--- src/rtl/booth_seq_ctrl.sv ---
// booth_seq_ctrl: sequential radix-2 Booth multiplier controller that
// time-shares one external WIDTH-bit adder to form a signed 2*WIDTH product.
// Optional build macro: BOOTH_EARLY_TERM_EN (finishes early once the
// remaining multiplier bits and q_m1 are all equal).
module booth_seq_ctrl #(
  parameter int unsigned WIDTH = 32
) (
  input  logic                 clk,
  input  logic                 rst,
  input  logic                 start,
  input  logic [WIDTH-1:0]     multiplicand,
  input  logic [WIDTH-1:0]     multiplier,
  output logic [WIDTH-1:0]     add_a,
  output logic [WIDTH-1:0]     add_b,
  output logic                 add_cin,
  input  logic [WIDTH-1:0]     add_sum,
  input  logic                 add_cout,
  output logic                 busy,
  output logic                 done,
  output logic [2*WIDTH-1:0]   product
);

  localparam int unsigned    KW     = $clog2(WIDTH + 1);
  localparam logic [KW-1:0]  K_LAST = KW'(WIDTH - 1);

  typedef enum logic [1:0] {
    IDLE = 2'd0,
    CALC = 2'd1,
    DONE = 2'd2
  } state_t;

  state_t           state;
  state_t           state_nxt;
  logic [WIDTH-1:0] acc;
  logic [WIDTH-1:0] q;
  logic [WIDTH-1:0] m;
  logic             q_m1;
  logic [KW-1:0]    k;
  logic             early_hit;
  logic             sign_bit;

  // True sign of the (WIDTH+1)-bit sum, so M = -2^(WIDTH-1) still works.
  assign sign_bit = add_a[WIDTH-1] ^ add_b[WIDTH-1] ^ add_cout;

  assign busy = (state == CALC);
  assign done = (state == DONE);

`ifdef BOOTH_EARLY_TERM_EN
  logic [WIDTH:0]   et_bits;
  logic [WIDTH:0]   et_mask;
  logic [KW-1:0]    et_shift;
  logic [2*WIDTH-1:0] shifted;

  // Detect that the remaining Booth pairs would all be add-0, and precompute
  // the equivalent arithmetic shift of {A,Q} by the remaining iteration count.
  always_comb begin
    et_bits = {q, q_m1};
    et_mask = '0;
    for (int unsigned i = 0; i <= WIDTH; i++) begin
      et_mask[i] = ((i + 32'(k)) <= WIDTH);
    end
    early_hit = (state == CALC) &&
                (((et_bits & et_mask) == '0) || ((et_bits & et_mask) == et_mask));
    et_shift  = KW'(WIDTH) - k;
    shifted   = $signed({acc, q}) >>> et_shift;
  end
`else
  assign early_hit = 1'b0;
`endif

  // State register.
  always_ff @(posedge clk or posedge rst) begin
    if (rst) begin
      state <= IDLE;
    end else begin
      state <= state_nxt;
    end
  end

  // Next-state decode and adder operand selection from the current Booth pair.
  always_comb begin
    state_nxt = state;
    add_a     = '0;
    add_b     = '0;
    add_cin   = 1'b0;
    case (state)
      IDLE: begin
        if (start) state_nxt = CALC;
      end
      CALC: begin
        if (early_hit) begin
          state_nxt = DONE;
        end else begin
          add_a = acc;
          case ({q[0], q_m1})
            2'b01:   add_b = m;
            2'b10: begin
              add_b   = ~m;
              add_cin = 1'b1;
            end
            default: add_b = '0;
          endcase
          if (k == K_LAST) state_nxt = DONE;
        end
      end
      DONE:    state_nxt = IDLE;
      default: state_nxt = IDLE;
    endcase
  end

  // Operand capture, iteration shift/accumulate, and result register.
  always_ff @(posedge clk or posedge rst) begin
    if (rst) begin
      acc     <= '0;
      q       <= '0;
      m       <= '0;
      q_m1    <= 1'b0;
      k       <= '0;
      product <= '0;
    end else begin
      case (state)
        IDLE: begin
          if (start) begin
            m    <= multiplicand;
            q    <= multiplier;
            acc  <= '0;
            q_m1 <= 1'b0;
            k    <= '0;
          end
        end
        CALC: begin
`ifdef BOOTH_EARLY_TERM_EN
          if (early_hit) begin
            {acc, q} <= shifted;
            product  <= shifted;
          end else
`endif
          begin
            acc  <= {sign_bit, add_sum[WIDTH-1:1]};
            q    <= {add_sum[0], q[WIDTH-1:1]};
            q_m1 <= q[0];
            k    <= k + 1'b1;
            if (k == K_LAST) begin
              product <= {sign_bit, add_sum, q[WIDTH-1:1]};
            end
          end
        end
        default: ;
      endcase
    end
  end

endmodule

--- config.mk ---
export PLATFORM = sky130hd
export DESIGN_NAME = booth_seq_ctrl
export DESIGN_NICKNAME = d
export VERILOG_FILES = /design/src/rtl/booth_seq_ctrl.sv
export SDC_FILE = /design/constraint.sdc
export NUM_CORES = 1
export LEC_CHECK = 0
export ABC_CLOCK_PERIOD_IN_PS = 5500
export CORE_MARGIN = 2
export CORE_UTILIZATION = 42
export DETAILED_ROUTE_END_ITERATION = 8
export PLACE_DENSITY = 0.79
export RECOVER_POWER = 50
export SLEW_MARGIN = 20
export SYNTH_ARGS = -nofsm -noshare
export SYNTH_HDL_FRONTEND = slang
export SYNTH_SLANG_ARGS = --single-unit
--- constraint.sdc ---
create_clock -name clk -period 5.5 [get_ports clk]
set_input_delay 0.55 -clock clk [delete_from_list [all_inputs] [get_ports clk]]
set_output_delay 0.55 -clock clk [all_outputs]
set_load 0.05 [all_outputs]
## Yosys cells after proc, flatten, opt, wreduce, memory -nomap -nowiden

Cells that the tools add are included.

- Flip-flop bits (word level): 169
- Input bits: 100
- Output and inout bits: 131
- Word-level logic and storage cells: 40

- Add/subtract/negate cells: 1
- Equality and inequality tests: 7
- Muxes and demuxes: 16
- Bitwise logic cells: 3
- Reductions and logical operators: 6

Operator list:

| operator | count |
|---|---|
| 32-bit case mux with 2 select lines | 3 |
| 32-bit two-way mux | 4 |
| 32-bit inverter | 1 |
| 6-bit case mux with 2 select lines | 1 |
| 2-bit AND reduction | 4 |
| 6-bit by 1-bit adder with 6-bit output (second input constant) | 1 |
| 6-bit by 5-bit == test with 1-bit output (second input constant) | 1 |
| 6-bit two-way mux | 1 |
| 2-bit by 1-bit == test with 1-bit output (second input constant) | 2 |
| 2-bit == test (second input constant) | 2 |
| 2-bit two-way mux | 2 |
| 2-bit case mux with 2 select lines | 1 |
| 1-bit two-way mux | 3 |
| 2-bit logical NOT | 1 |
| 2-bit by 1-bit inequality test with 1-bit output (second input constant) | 1 |
| 2-bit inequality test (second input constant) | 1 |
| 1-bit case mux with 2 select lines | 1 |
| 2-bit nonzero test | 1 |
| 1-bit bitwise XOR | 2 |

## Logic depth before layout (Yosys ltp)

Gate-level depths: netlist (run 1).

- Word-level depth: 6
- Mapped depth: 7
- Gate-level depth less buffers: 5

## Worst setup path before layout (run 1)

No wires, ideal clock.

- Kind: register -> output
- Start point: reg state[1]
- End point: out add_b[10]
- Data arrival time: 1.767 ns
- Data required time: 4.950 ns
- Slack: 3.183 ns
- Cell stages (with the launch flop): 6
- Path buffers: 3
- Cells stage by stage: dfrtp_1 -> nand2b_1 -> buf_2 -> clkbuf_1 -> clkbuf_1 -> nor2_1

- Longest elaborated chain between the ends: 2

Ends and longest elaborated chain:

| item | RTL line | text |
|---|---|---|
| start: declaration | 32 | `state_t state;` |
| start signal: assignment | 76 | `state <= state_nxt;` |
| 2-bit by 1-bit == test with 1-bit output | 86 | `case (state)` |
| 32-bit two-way mux | 86 |  |
| end: declaration | 14 | `output logic [WIDTH-1:0] add_b,` |

No other way between the ends.

## Worst setup path in the final report (run 1)

- Start point: reg state[1]
- End point: out add_b[31]

The elaborated chain is that of the path after synthesis.

==> results of run 1 <==
[placed cells by master (no fill, tap or decap), types with 2 or more instances in the layout]
master,count
and2_1,33
clkinv_8,2
nand2_1,182
clkbuf_16,17
mux2_2,44
clkinv_4,2
clkbuf_1,4
dfrtp_1,169
mux2_4,19
clkinvlp_4,2
inv_6,8
nor2_1,79
a22oi_1,8
o22ai_1,25
buf_4,4
o31ai_1,3
inv_1,2
nand3_1,37
a21oi_1,3
mux2i_1,31
nor2b_2,2
clkdlybuf4s50_1,229
o21ai_0,4
o41ai_1,2
[final cells by class]
cell class                 instances  area (um^2)
multi-input combinational        488         2910
sequential                       169         4230
timing repair buffer             238         2350
clock inverter                    14          156
fill                            1483         6860
inverter                           5         23.8
clock buffer                      18          429
tap                              225          282
[worst min-delay path by stage]
stage / from / endpoint / slack [ns]
4_1_cts: acc[24] / acc[24] / 0.50
3_5_place_dp: acc[17] / acc[17] / 0.48
2_1_floorplan: acc[0] / acc[0] / 0.46
6_report: acc[24] / acc[24] / 0.50
3_3_place_gp: acc[1] / acc[1] / 0.48
5_1_grt: product[40] / product[40] / 0.52
[flip-flops by register name, indices dropped and copies added, names as in the netlist]
| name | flops |
|---|---|
| product | 64 |
| acc | 32 |
| m | 32 |
| q | 32 |
| k | 6 |
| state | 2 |
| q_m1 | 1 |
[critical path, cell delays in order, from the launching register on]
cell	delay, ns
dfrtp_1	0.43
nand2b_1	0.22
clkbuf_2	1.15
a21oi_1	0.46
clkdlybuf4s50_1	0.92
[metal layers]
metal	track usage, %	wire (um)
met3	6.60	1400
met4	6.42	284
met1	26.9	8050
met5	0	0
met2	32.4	8820
[logic make-up (layout without fill, tap and decap cells)]
family / after synthesis / after routing / synth area share (%)
compound gates: 48 / 48 / 4.31
fa+ha+maj: 1 / 1 / 0.170
xor+xnor: 2 / 2 / 0.238
flops: 169 / 169 / 57.4
mux: 94 / 94 / 14.8
buf+inv: 54 / 275 / 3.33
simple gates: 343 / 343 / 19.8
[report_power, final]
group	total, mW	internal [mW]	leakage, nW	switching [mW]
combinational	1.84	0.669	2.39	1.18
clock	1.18	0.643	0.279	0.535
sequential	1.65	1.48	2.00	0.175
total	4.67	2.79	4.67	1.88
==> summary.md, run 1 <==
| Metric | Value |
|---|---|
| Outcome | `finished, violations left` |
| Failing checks | `max-capacitance violations, max-slew violations` |
| CP Class | `reg -> out` |
| Top-area cell type share of the netlist area | `a little under three fifths` |
| Htree depth | `4` |
| CTS tree | `built` |
| Root buffer cell | `clkbuf_16` |
| Post-synthesis cell type count | `35` |
| Top_reg_cell synth | `dfrtp_1` |
| Hold path cells | `2` |
| Die Width | `136 um` |
| Crit. Startpoint | `state[1]` |
| Static Leak | `4.67 nW` |
| Final Hold Viols | `0` |
| Max Fclk | `241 MHz` |
| Post-synth EDFFs | `0` |
| Layout cell share with drive strength beyond 1 | `a little under an eighth` |
| PwrDens | `450 nW/um^2` |
| Drt first pass iters | `4` |
| Setup Skew | `0.0114 ns` |
| # rows | `48` |
| Global-route wire length before repair | `29,700 um` |
| Final slew viol count | `229` |
| GRT Util Overall | `20.5%` |
| Post-synth top cells | `nand2_1 (182), dfrtp_1 (169), nor2_1 (79)` |
| Register area share after synthesis | `57.4%` |
| Worst setup margin | `about 1.3 ns` |
| Sink Count | `~170` |
| Post-Syn Nets | `812` |
| Dpl ws | `2.51 ns` |
| Async set-or-reset flop fraction in the synthesized netlist | `100%` |
| Largest net degree at the start of global routing | `between 90 and 100` |
| Worst slew pin tran | `2.39 ns` |
| Largest cells by area after synthesis | `dfrtp_1 (57%), nand2_1 (9.3%), mux2_2 (6.7%), mux2i_1 (4.2%), nor2_1 (4.0%)` |
| Worst vdd ir | `~0.27 mV` |
| HP Class | `reg -> reg` |
| WL/cell | `roughly 16 um` |
| IO Port Bufs | `230` |
| Final core occ | `60.2%` |
| Number of synthesized register bits | `169` |
| Postcts setup bufs | `0` |
| Die height | `between 100 and 150 um` |
| I/O pin cnt | `about 230` |
| Hold-fix buffers, CTS | `0` |
| Initial antenna violation count | `0` |
| CTS max path bufs | `2` |
| Grt ovf | `0` |
| Initial Util | `a little over two fifths` |
| Max_cap viols | `4` |
| Worst hold slack | `0.495 ns` |
| Drt total wl | `18,500 um` |
| Period utilisation layout | `75.5%` |
| R2r worst-path depth | `4` |
| Worst R2R Start | `state[0]` |
| Number of synthesis warnings | `0` |
| WP data arrival | `3.60 ns` |
| Mean area per synthesized cell | `10.4 um^2` |
| Clk slew on worst S/H paths | `0.07 ns` |
| RSZ-0062 raised after global routing | `false` |
| Die ar. | `18,600 um^2` |
| Total chip power | `4.67 mW` |
| Final TNS setup | `0 ns` |
| Setup violators final | `0` |
| Via/cell ratio | `around 5.0` |
| Startpoint types | `flop` |
| Crit path max fanout | `98` |
| Post-DP HPWL | `about 12,000 um` |
| Max-Slew Margin vs Limit | `-59.2%` |
| WP data required | `4.95 ns` |
| RR Endpoint | `q[25]` |
| Clk_lat worst skew | `0.42 ns` |
| Post-CTS sizing | `0` |
| DRC | `0` |
| Final Instance Area | `10,400 um^2` |
| Placed cells | `approximately 1,100` |
| Crit path to | `add_b[31]` |
| Cell with the most instances after synthesis | `nand2_1` |
| Final critical-path required period | `4.15 ns` |
| Yosys top cell by area | `dfrtp_1` |
| Vias in the first global route | `5,711` |
| First DRT Iteration DRCs | `265` |
| Via count | `between 5,000 and 6,000` |
| Placed Area | `a little under 10,000 um^2` |
| Nets | `1,020` |
| Synth Instances | `711` |
| CP Capture Type | `output port` |
| ANT cells | `0` |
| Placer Congestion | `~0.76` |
| Core box area | `17,200 um^2` |
| R2R setup slack | `1.56 ns` |
| Number of buffers created by CTS | `17` |
| Post-route ant nets | `0` |
| Finished Layout Cells | `around 1,200` |
| Cell Area, Synth | `approximately 7400 um^2` |
| Area Growth Syn to Fin | `40.8%` |
(Power assumes the default switching activity.)
==> run 2, diff against run 1 <==
--- a/config.mk
+++ b/config.mk
@@ -5,7 +5,7 @@
 export SDC_FILE = /design/constraint.sdc
 export NUM_CORES = 1
 export LEC_CHECK = 0
-export ABC_CLOCK_PERIOD_IN_PS = 5500
+export ABC_CLOCK_PERIOD_IN_PS = 3500
 export CORE_MARGIN = 2
 export CORE_UTILIZATION = 42
 export DETAILED_ROUTE_END_ITERATION = 8
==> constraint.sdc (replaced) <==
create_clock -name clk -period 3.5 [get_ports clk]
set_input_delay 0.35 -clock clk [delete_from_list [all_inputs] [get_ports clk]]
set_output_delay 0.35 -clock clk [all_outputs]
set_load 0.05 [all_outputs]
==> summary.md, run 2 (same netlist as run 1, synthesis figures left out) <==
| Metric | Value |
|---|---|
| ANT cells | `0 (unchanged)` |
| Outcome | `finished, violations left` |
| CP cell instances | `nand2b_4 -> inv_1 -> buf_12 -> and2_1 -> clkdlybuf4s50_1` |
| Comb pwr share | `39.5% (about the same)` |
| Clk slew on worst S/H paths | `0.07 ns (about the same)` |
| Drt first pass iters | `4 (unchanged)` |
| First DRT Iteration DRCs | `218 (-18%)` |
| Die ar. | `18,600 um^2 (unchanged)` |
| Number of buffers created by CTS | `17 (unchanged)` |
| Worst slew pin tran | `2.25 ns (-0.134 ns)` |
| Layer carrying the most global-route usage | `met2` |
| Int Pwr | `4.48 mW (+61%)` |
| Setup violators final | `0 (unchanged)` |
| Hold-fix buffers, CTS | `0 (unchanged)` |
| Root buffer cell | `clkbuf_16` |
| Max Fclk | `330 MHz` |
| CTS tree | `built` |
| Max incr delay on CP | `0.81 ns (-0.34 ns)` |
| Post-route ant nets | `0 (unchanged)` |
| HP Class | `in -> reg` |
| Worst setup margin | `0.470 ns (-0.879 ns)` |
| Top reg by flops | `product` |
| PwrDens | `708 nW/um^2 (+57%)` |
| Crit path max fanout | `59 (-40%)` |
| Post-CTS sizing | `0 (unchanged)` |
| Setup Skew | `0.00880 ns (-0.00263 ns)` |
| WL/cell | `16.2 um (+0.97%)` |
| Via/cell ratio | `4.98 (-0.65%)` |
| CTS max path bufs | `2 (unchanged)` |
| # rows | `48 (unchanged)` |
| Clk pwr share | `25.3% (about the same)` |
| Largest register FFs | `64 (unchanged)` |
| Layout cell share with drive strength beyond 1 | `12.0% (+0.49 points)` |
| WP data arrival | `2.68 ns (-0.92 ns)` |
| Die height | `136 um (unchanged)` |
| Met3 Use GR | `7.27% (+0.67 points)` |
| Nets | `1,024 (+0.39%)` |
| Grt ovf | `0 (unchanged)` |
| Die Width | `136 um (unchanged)` |
| Most frequent cells in the layout | `clkdlybuf4s50_1 (228), nand2_1 (182), dfrtp_1 (169), nor2_1 (79), mux2_2 (44)` |
| Area Growth Syn to Fin | `41.4%` |
| DRC | `0 (unchanged)` |
| P_sw | `2.90 mW (+54%)` |
| Post-DP HPWL | `12,400 um (+3.8%)` |
| Critical-path top delay cell | `clkdlybuf4s50_1` |
| Most common cell after layout, fill and taps aside | `clkdlybuf4s50_1` |
| Met1 Use GR | `26.6% (-0.26 points)` |
| Period utilisation layout | `between 80 and 90%` |
| Vias in the first global route | `5,802 (+1.6%)` |
| CP Capture Type | `output port` |
| R2R setup slack | `0.58 ns (-0.98 ns)` |
| Placed Area | `9880 um^2 (+0.52%)` |
| Startpoint types | `flop` |
| Drt total wl | `18,800 um (+1.3%)` |
| Via count | `5,786 (-0.31%)` |
| Final TNS setup | `0 ns (unchanged)` |
| Met2 Use GR | `32.8% (+0.31 points)` |
| Worst vdd ir | `0.487 mV (+78%)` |
| Final critical-path required period | `3.03 ns` |
| Max-Slew Margin vs Limit | `-50.2% (+9.0 points)` |
| Final Instance Area | `10,400 um^2 (+0.49%)` |
| Initial Util | `42.8% (unchanged)` |
| RSZ-0062 raised after global routing | `false` |
| Final slew viol count | `61 (-73%)` |
| Placer Congestion | `0.784 (+3.6%)` |
| Failing checks | `max-capacitance violations, max-slew violations` |
| Final Hold Viols | `0 (unchanged)` |
| Max_cap viols | `1 (-3)` |
| Largest net degree at the start of global routing | `91 (-8.1%)` |
| Static Leak | `4.70 nW (+0.60%)` |
| Fillers | `1,447 (-2.4%)` |
| Htree depth | `4 (unchanged)` |
| Sink Count | `169 (unchanged)` |
| WP data required | `3.15 ns (-1.80 ns)` |
| Area used by multi-input combinational logic | `2920 um^2 (+0.26%)` |
| Worst hold slack | `0.451 ns (-0.0447 ns)` |
| I/O pin cnt | `231 (unchanged)` |
| Initial antenna violation count | `1 (+1)` |
| Global-route wire length before repair | `29,900 um (+0.89%)` |
| Dpl ws | `0.944 ns (-1.57 ns)` |
| Final core occ | `60.5% (+0.30 points)` |
| Postcts setup bufs | `0 (unchanged)` |
| CP Class | `reg -> out` |
| Switching part of the total | `39.3% (-1.0 points)` |
| Clk_lat worst skew | `0.42 ns (about the same)` |
| Register area | `4230 um^2 (unchanged)` |
| GRT Util Overall | `20.7% (+0.17 points)` |
| IO Port Bufs | `230 (unchanged)` |
| Core box area | `17,200 um^2 (unchanged)` |
| Sequential share of power | `35.2% (-0.2 points)` |
## run 2: area by class of cell
type                    count  share of cell area, %
flip-flops and latches    169                   40.6
repair buffers            242                   23.0
clock buffers              23                   4.49
clock inverters             9                   1.09
inverters                   5                  0.192
multi-input cells         488                   28.0
well taps                 225                   2.70
## run 2: metrics by stage
step           instances  power, mW
2_1_floorplan        711       4.56
3_3_place_gp        1129       5.53
3_5_place_dp        1129       5.57
4_1_cts             1161       7.45
5_1_grt             1161       7.75
6_report            1161       7.38
## run 2: path summary, 6_finish.rpt
kind,from,endpoint,cells past startpoint
setup / recovery,state[1],add_a[8],5
hold / removal,multiplicand[0],m[0],3
setup reg to reg,state[0],acc[15],4
hold reg to reg,acc[28],acc[28],2
max in group asynchronous,rst,product[54],3
min in group asynchronous,rst,product[26],2
## run 2: worst max-delay path, delay by kind of cell, from the launching register on
family	cells	cell delay, ns
and+or+nand+nor	2	0.50
buffers and inverters	3	1.29
DFF	1	0.43
## run 2: power by group through the flow
stage	Sequential, mW	Combinational [mW]	Clock (mW)
3_5_place_dp	2.63	2.94	0
4_1_cts	2.60	2.94	1.91
3_3_place_gp	2.62	2.91	0
2_1_floorplan	2.73	1.83	0
6_report	2.60	2.91	1.87
5_1_grt	2.65	3.11	1.99
## run 2: metal layers
| metal | vias to the layer above | part of all wire [%] |
|---|---|---|
| met5 | - | 0.043 |
| met4 | 2 | 1.6 |
| met3 | 25 | 7.5 |
| met2 | 171 | 47 |
| met1 | 2817 | 43 |
| li1 | 2771 | - |
